`src/rtl/apu_pkg.sv`:
```
// Shared types and constants for the APU square-channel register writer.
package apu_pkg;

    typedef enum logic {
        IDLE = 1'b0,
        DATA = 1'b1
    } state_e;

    localparam logic [2:0] REG_DUTY  = 3'd0;
    localparam logic [2:0] REG_SWEEP = 3'd1;
    localparam logic [2:0] REG_TLO   = 3'd2;
    localparam logic [2:0] REG_LEN   = 3'd3;
    localparam logic [2:0] CH2_BASE  = 3'd4;

    localparam logic [4:0] ADDR_PREFIX = 5'b00000;

    // Bit n set: a write to address n makes its channel reload (sweep and length regs).
    localparam logic [7:0] RELOAD_MASK = 8'b1010_1010;

    function automatic logic is_reload(input logic [2:0] addr);
        return RELOAD_MASK[addr];
    endfunction

    function automatic logic is_ch2(input logic [2:0] addr);
        return addr >= CH2_BASE;
    endfunction

endpackage

```
`src/rtl/apu_frame_timeout.sv`:
```
// Inter-byte timeout counter: counts enabled cycles and flags the LIMIT-th one.
module apu_frame_timeout #(
    parameter int unsigned LIMIT = 50000,
    parameter int unsigned W     = 16
) (
    input  logic clk,
    input  logic rst,
    input  logic clr_i,
    input  logic en_i,
    output logic expire_o
);

    localparam logic [W-1:0] LAST = W'(LIMIT - 1);

    logic [W-1:0] cnt_q, cnt_d;

    assign expire_o = en_i && (cnt_q == LAST);

    always_comb begin
        cnt_d = cnt_q;
        if (clr_i || expire_o)
            cnt_d = '0;
        else if (en_i)
            cnt_d = cnt_q + 1'b1;
    end

    always_ff @(posedge clk) begin
        if (rst) cnt_q <= '0;
        else     cnt_q <= cnt_d;
    end

endmodule

```
`src/rtl/apu_reg_writer.sv`:
```
// Host register writer for both APU square channels: address/data byte frames to 8 regs.
// Build option APU_WRITE_ANY_TOGGLE_EN: every write toggles its channel's reg_change.
module apu_reg_writer #(
    parameter int unsigned TIMEOUT_CYCLES = 16'd50000,
    parameter int unsigned TIMEOUT_W      = 16
) (
    input  logic       clk,
    input  logic       rst,
    input  logic [7:0] rx_data,
    input  logic       rx_valid,
    output logic [7:0] reg_4000,
    output logic [7:0] reg_4001,
    output logic [7:0] reg_4002,
    output logic [7:0] reg_4003,
    output logic [7:0] reg_4004,
    output logic [7:0] reg_4005,
    output logic [7:0] reg_4006,
    output logic [7:0] reg_4007,
    output logic       reg_change_1,
    output logic       reg_change_2,
    output logic       write_strobe,
    output logic       frame_error
);
    import apu_pkg::*;

    state_e          state_q, state_d;
    logic [2:0]      addr_q, addr_d;
    logic [7:0][7:0] regs_q;
    logic            chg1_q, chg2_q, ws_q, fe_q;
    logic            addr_ok, expire, wr_en, bad_addr, reload, tog1, tog2;

    assign addr_ok = (rx_data[7:3] == ADDR_PREFIX);

    apu_frame_timeout #(
        .LIMIT (TIMEOUT_CYCLES),
        .W     (TIMEOUT_W)
    ) u_timeout (
        .clk      (clk),
        .rst      (rst),
        .clr_i    (state_q == IDLE),
        .en_i     (state_q == DATA && !rx_valid),
        .expire_o (expire)
    );

    always_ff @(posedge clk) begin
        if (rst) begin
            state_q <= IDLE;
            addr_q  <= '0;
        end else begin
            state_q <= state_d;
            addr_q  <= addr_d;
        end
    end

    always_comb begin
        state_d = state_q;
        addr_d  = addr_q;
        case (state_q)
            IDLE: if (rx_valid && addr_ok) begin
                state_d = DATA;
                addr_d  = rx_data[2:0];
            end
            DATA: if (rx_valid || expire) state_d = IDLE;
            default: state_d = IDLE;
        endcase
    end

    // expire is only raised on a cycle without rx_valid, so a late data byte always wins.
    always_comb begin
        wr_en    = (state_q == DATA) && rx_valid;
        bad_addr = (state_q == IDLE) && rx_valid && !addr_ok;
`ifdef APU_WRITE_ANY_TOGGLE_EN
        reload   = 1'b1;
`else
        reload   = is_reload(addr_q);
`endif
        tog1     = wr_en && reload && !is_ch2(addr_q);
        tog2     = wr_en && reload &&  is_ch2(addr_q);
    end

    always_ff @(posedge clk) begin
        if (rst) begin
            regs_q <= '0;
            chg1_q <= 1'b0;
            chg2_q <= 1'b0;
            ws_q   <= 1'b0;
            fe_q   <= 1'b0;
        end else begin
            ws_q <= wr_en;
            fe_q <= bad_addr || expire;
            if (wr_en) regs_q[addr_q] <= rx_data;
            if (tog1)  chg1_q <= ~chg1_q;
            if (tog2)  chg2_q <= ~chg2_q;
        end
    end

    assign reg_4000     = regs_q[0];
    assign reg_4001     = regs_q[1];
    assign reg_4002     = regs_q[2];
    assign reg_4003     = regs_q[3];
    assign reg_4004     = regs_q[4];
    assign reg_4005     = regs_q[5];
    assign reg_4006     = regs_q[6];
    assign reg_4007     = regs_q[7];
    assign reg_change_1 = chg1_q;
    assign reg_change_2 = chg2_q;
    assign write_strobe = ws_q;
    assign frame_error  = fe_q;

endmodule

```
`config.mk`:
```
export PLATFORM = sky130hd
export DESIGN_NAME = apu_reg_writer
export DESIGN_NICKNAME = d
export VERILOG_FILES = /design/src/rtl/apu_pkg.sv /design/src/rtl/apu_frame_timeout.sv /design/src/rtl/apu_reg_writer.sv
export SDC_FILE = /design/constraint.sdc
export NUM_CORES = 1
export LEC_CHECK = 0
export ABC_AREA = 1
export CAP_MARGIN = 0
export CORE_MARGIN = 5
export CORE_UTILIZATION = 49
export CTS_CLUSTER_SIZE = 24
export DETAILED_ROUTE_END_ITERATION = 8
export PLACE_DENSITY_LB_ADDON = 0.1
export SLEW_MARGIN = 30
export SYNTH_ARGS = -nofsm -noshare
export SYNTH_HDL_FRONTEND = slang
export SYNTH_SLANG_ARGS = --single-unit
```
`constraint.sdc`:
```
create_clock -name clk -period 1.45 [get_ports clk]
set_input_delay 0.29 -clock clk [delete_from_list [all_inputs] [get_ports clk]]
set_output_delay 0.29 -clock clk [all_outputs]
set_load 0.03 [all_outputs]
```
# Yosys cells after proc, flatten, opt, wreduce, memory -nomap -nowiden
# Memories as Yosys holds them, arrays and structs flattened. A register that Yosys moved wholly into a read port is not among the register bits.
# Index checks and enable logic that the tools add are counted.
[word_totals] wordCells=52 latchBits=0 ram_bits=0 reg_bits=88 memories=1 mem_bits_ro=8
[memory_table] memory="(no name shown)" depth=8 word_bits=1 rd=1 rd_ports_with_merged_regs=1 write_ports=0 line_no="apu_pkg.sv:21" source="return RELOAD_MASK[addr];"
[classes] n_shift=0 reduce_logical=19 magnitude_cmp=3 multipliers=0 n_mux=9 div=0 bitwise_logic=3 eq_ne=1 add_sub_neg=1
[ops] op="64-bit bitwise mux" count=1
[ops] op="8-bit demux with 3-bit select" count=1
[ops] op="16-bit by 1-bit adder with 16-bit output (second input constant)" count=1
[ops] op="16-bit == test (second input constant)" count=1
[ops] op="1-bit logical AND" count=10
[ops] op="8-bit two-way mux" count=1
[ops] op="3-bit two-way mux" count=2
[ops] op="5-bit zero test" count=1
[ops] op="3-bit by 4-bit less-than comparator with 1-bit output (second input constant)" count=1
[ops] op="3-bit by 1-bit greater-or-equal comparator with 1-bit output (second input constant)" count=1
[ops] op="3-bit greater-or-equal comparator (second input constant)" count=1
[ops] op="1-bit zero test" count=3
[ops] op="1-bit logical OR" count=3
[ops] op="1-bit two-way mux" count=3
[ops] op="1-bit NOT" count=3
[ops] op="1-bit one-hot mux with 2 select lines" count=1
[ops] op="2-bit AND reduction" count=1
[ops] op="2-bit OR reduction" count=1

# Logic depth before layout (Yosys ltp)
[depth] word_depth=6 ltp_mapped=8 depth_no_buf=8

# Modules after synthesis
# Synthesis repeated with hierarchy kept, for this count alone.
[hier_totals] hier_cells=478 area_unflattened_um2=3544.6
[by_module_without_submodules] module="apu_reg_writer" seq_area_each_um2=1461.4 cells_per_inst=346 area_each_um2=2596.2 instances=1
[by_module_without_submodules] module="apu_frame_timeout" seq_area_each_um2=320.3 cells_per_inst=132 area_each_um2=948.4 instances=1

# Worst setup path before layout
# OpenSTA, ideal clock, no wires.
[synth_path] path_type="register to register" from="reg u_timeout.cnt_q[0]" to="reg u_timeout.cnt_q[11]" arrival_ps=1180 path_stages_with_launch=8 n_path_buf=1 synth_period_minus_slack_ps=1294 t_required_ps=1336 setup_slack_ps=156 path_cell_list="dfxtp_1 > ha_1 > nand3_1 > nor2_1 > nand3_1 > nand2_2 > buf_6 > nor2_1"
[synth_between] elab_chain_cells=4 elab_cells_between_ends=5
[synth_lines] element="start, declared" line_no="apu_frame_timeout.sv:15" source="logic [W-1:0] cnt_q, cnt_d;"
[synth_lines] element="start signal, assigned" line_no="apu_frame_timeout.sv:29" source="else cnt_q <= cnt_d;"
[synth_lines] element="parallel branches: the longest is 4 deep, another holds 16-bit by 1-bit adder with 16-bit output"
# Several ways; the timed one is not identified.
# A chain may end at the register's enable or synchronous reset.

# Worst setup path in the final report
[layout_path] from="reg regs_q, in the netlist reg_4003[7]" to="out reg_4003[7]"
[layout_lines] element="start, declared" line_no="apu_reg_writer.sv:28" source="logic [7:0][7:0] regs_q;"
[layout_lines] element="start signal, assigned by index" line_no="apu_reg_writer.sv:91" source="if (wr_en) regs_q[addr_q] <= rx_data;"
[layout_lines] element="end, declared" line_no="apu_reg_writer.sv:14" source="output logic [7:0] reg_4003,"
# No word-level cell between the ends.

==> flow_summary.json <==
{
  "numPortBuffers": 78,
  "dp_hpwl_mm": 6.16,
  "final_cell_mix": "dfxtp_1 (88), a21oi_1 (68), o21ai_0 (66), dlygate4sd2_1 (61), nor2_1 (46)",
  "grt_pass1_vias": 2954,
  "regArea_um2": 1780,
  "core-area_um2": 6760,
  "status": "finished clean",
  "syn_inst": 415,
  "n_antenna_cell": 0,
  "crit_required_ns": 1.16,
  "synth.largest_area_cell": "dfxtp_1",
  "path_clk_slew_ns": 0.09,
  "place_inst": 585,
  "synth-seq-cells": 89,
  "end_kind": "output port",
  "post_drt_via_cell_ratio": 5.26,
  "max_freq_mhz": 712,
  "drtAntennaViolNets": 0,
  "synth_seq_area_share_pct": 53.0,
  "post_drt_wl_per_cell_um": 15.0,
  "min_period_ns": 1.40,
  "worstSetupPathType": "reg2out",
  "rows": 30,
  "fin_total_pwr_mw": 4.31,
  "ir_drop_v": 0.000564,
  "n_fill_cell": 607,
  "globalplace.congestion": 0.874,
  "grt_first_pass_wirelength_mm": 14.3,
  "nets": 530,
  "vias": 3171,
  "syn_area_um2": 3360,
  "multi_input_area_um2": 1390,
  "skew_ns": 0.00710,
  "max_slew_margin_pct": 73.2,
  "dr.pass1.iters": 4,
  "hold_path_class": "in2reg",
  "clock_path_buffers": 2,
  "finalCritPeriodShare_pct": 96.8,
  "finalSetupViolCount": 0,
  "yosysWarnings": 0,
  "drive_gt1_share_pct": 13.2,
  "grt_max_degree": 67,
  "final_core_util_pct": 68.4,
  "placed_area_um2": 4470,
  "r2r_setup_slack_ns": 0.09,
  "path_delay_family": "buffers and inverters",
  "cp_num_buf_inv": 1,
  "startpoint": "reg_4003[7]",
  "crit_cells": 1,
  "critPathMaxStageDelay_ns": 0.41,
  "gr-total-overflow": 0,
  "hold_violations": 0,
  "reg2reg_from": "u_timeout.cnt_q[1]",
  "fin_cells": 603,
  "root_buffer": "clkbuf_8",
  "grtUsageTotal_pct": 21.1,
  "cts_sinks": 89,
  "antenna_found_initial": 0,
  "pwr_density_cell_nw_per_um2": 932,
  "p_leak_nw": 2.05,
  "cts_tree": "done",
  "tns_ns": 0,
  "final_common_cell": "dfxtp_1",
  "numCtsBuffers": 9,
  "startpoint_type": "register",
  "reg2regPathDepth": 7,
  "drc_errors": 0,
  "synth_top_area_share_pct": 53.0,
  "arrival_ns": 1.11,
  "synthesis.nets": 427,
  "syn_avg_cell_area_um2": 8.11,
  "clock_latency_ns": 0.36,
  "pre_cts_slack_ns": -0.342,
  "layout_setup_ws_ns": 0.0460,
  "endpoint": "reg_4003[7]",
  "yosys-top-cells-area": "dfxtp_1 (53%), a21oi_1 (10%), o21ai_0 (9.8%), nor2_1 (5.6%), nand2_1 (4.5%)",
  "worst_pin_slew_ns": 0.402,
  "die_w_um": 92.9,
  "die_area_um2": 8620,
  "cts_htree_levels": 3,
  "holdWs_ns": 0.300,
  "ys_types": 24,
  "die_y_um": 92.9,
  "design_area_um2": 4620,
  "drv_slew": 0,
  "r2r_end": "u_timeout.cnt_q[5]",
  "start_util_pct": 49.8,
  "syn2layout_area_growth_pct": 37.4,
  "cts_setup_buffers": 0,
  "cp_max_fo": 2,
  "wl_mm": 9.03,
  "io_pins": 79,
  "path_cells": "dlygate4sd2_1",
  "max_cap_violations": 0,
  "crit_path_top_delay_cell": "dlygate4sd2_1",
  "drt_iter0_drc": 179
}
==> flip-flops by register name, indices dropped and copies added, names as in the netlist <==
register and cells:
u_timeout.cnt_q 16, reg_4004 8, reg_4003 8, reg_4002 8, state_q 1, reg_change_1 1
reg_4006 8, reload 1, write_strobe 1, reg_4000 8, reg_change_2 1, addr_q 3
reg_4001 8, reg_4005 8, reg_4007 8, frame_error 1
==> kinds of logic (layout without fill, tap and decap cells) <==
| logic type | after synthesis | after routing | synth area share [%] |
|---|---|---|---|
| AO/OA/AOI/OAI | 137 | 137 | 20.4 |
| AND/OR/NAND/NOR | 132 | 134 | 17.6 |
| flip-flops | 89 | 89 | 53.0 |
| buffers and inverters | 48 | 154 | 6.66 |
| XOR/XNOR | 8 | 8 | 2.08 |
| adder cells (fa/ha/maj) | 1 | 1 | 0.372 |
==> what timing repair did <==
item,in CTS,in global routing
endpoints found under the setup margin,68,73
cloned,0,2
pin swaps,0,2
hold buffers,0,0
resized for setup,68,17
==> worst min path at each step <==
stage / to / slack, ns / from / cells after the start
2_1_floorplan: write_strobe / 0.43 / rx_valid / 2
6_report: write_strobe / 0.30 / rx_valid / 3
3_5_place_dp: reg_change_1 / 0.45 / reg_change_1 / 1
4_1_cts: reg_change_1 / 0.46 / reg_change_1 / 1
5_1_grt: write_strobe / 0.30 / rx_valid / 3
3_3_place_gp: reg_change_1 / 0.44 / reg_change_1 / 1
==> where the power goes <==
| part | leakage (nW) | internal (mW) | switching (mW) | total [mW] |
|---|---|---|---|---|
| clock network | 0.0964 | 0.803 | 0.876 | 1.68 |
| logic | 1.24 | 0.0734 | 0.105 | 0.179 |
| registers | 0.717 | 2.45 | 0.00285 | 2.45 |
==> layer usage <==
metal / vias up / GRT usage, % / routed length, µm
li1: 1594 / - / -
met1: 1469 / 28.1 / 4180
met2: 95 / 32.7 / 4140
met3: 13 / 5.69 / 556
met4: 0 / 7.81 / 157
met5: - / 0 / 0
==> synthesized netlist by cell type, drive strengths merged <==
cell type / number
a21oi: 69
buf: 11
clkbuf: 7
clkinv: 4
dfxtp: 89
ha: 1
inv: 26
nand2: 43
nand3: 16
nand4: 5
nor2: 59
nor3: 8
o21ai: 68
or3: 1
xnor2: 1
xor2: 7
==> layout make-up <==
cell class	count	area share [%]
Timing Repair Buffer	108	22.5
Clock inverter	6	1.49
Clock buffer	10	2.76
Inverter	30	2.49
Sequential cell	89	38.6
Multi-Input combinational cell	280	30.0
Tap cell	80	2.17
Note: power is estimated with default switching activity, not from simulation.
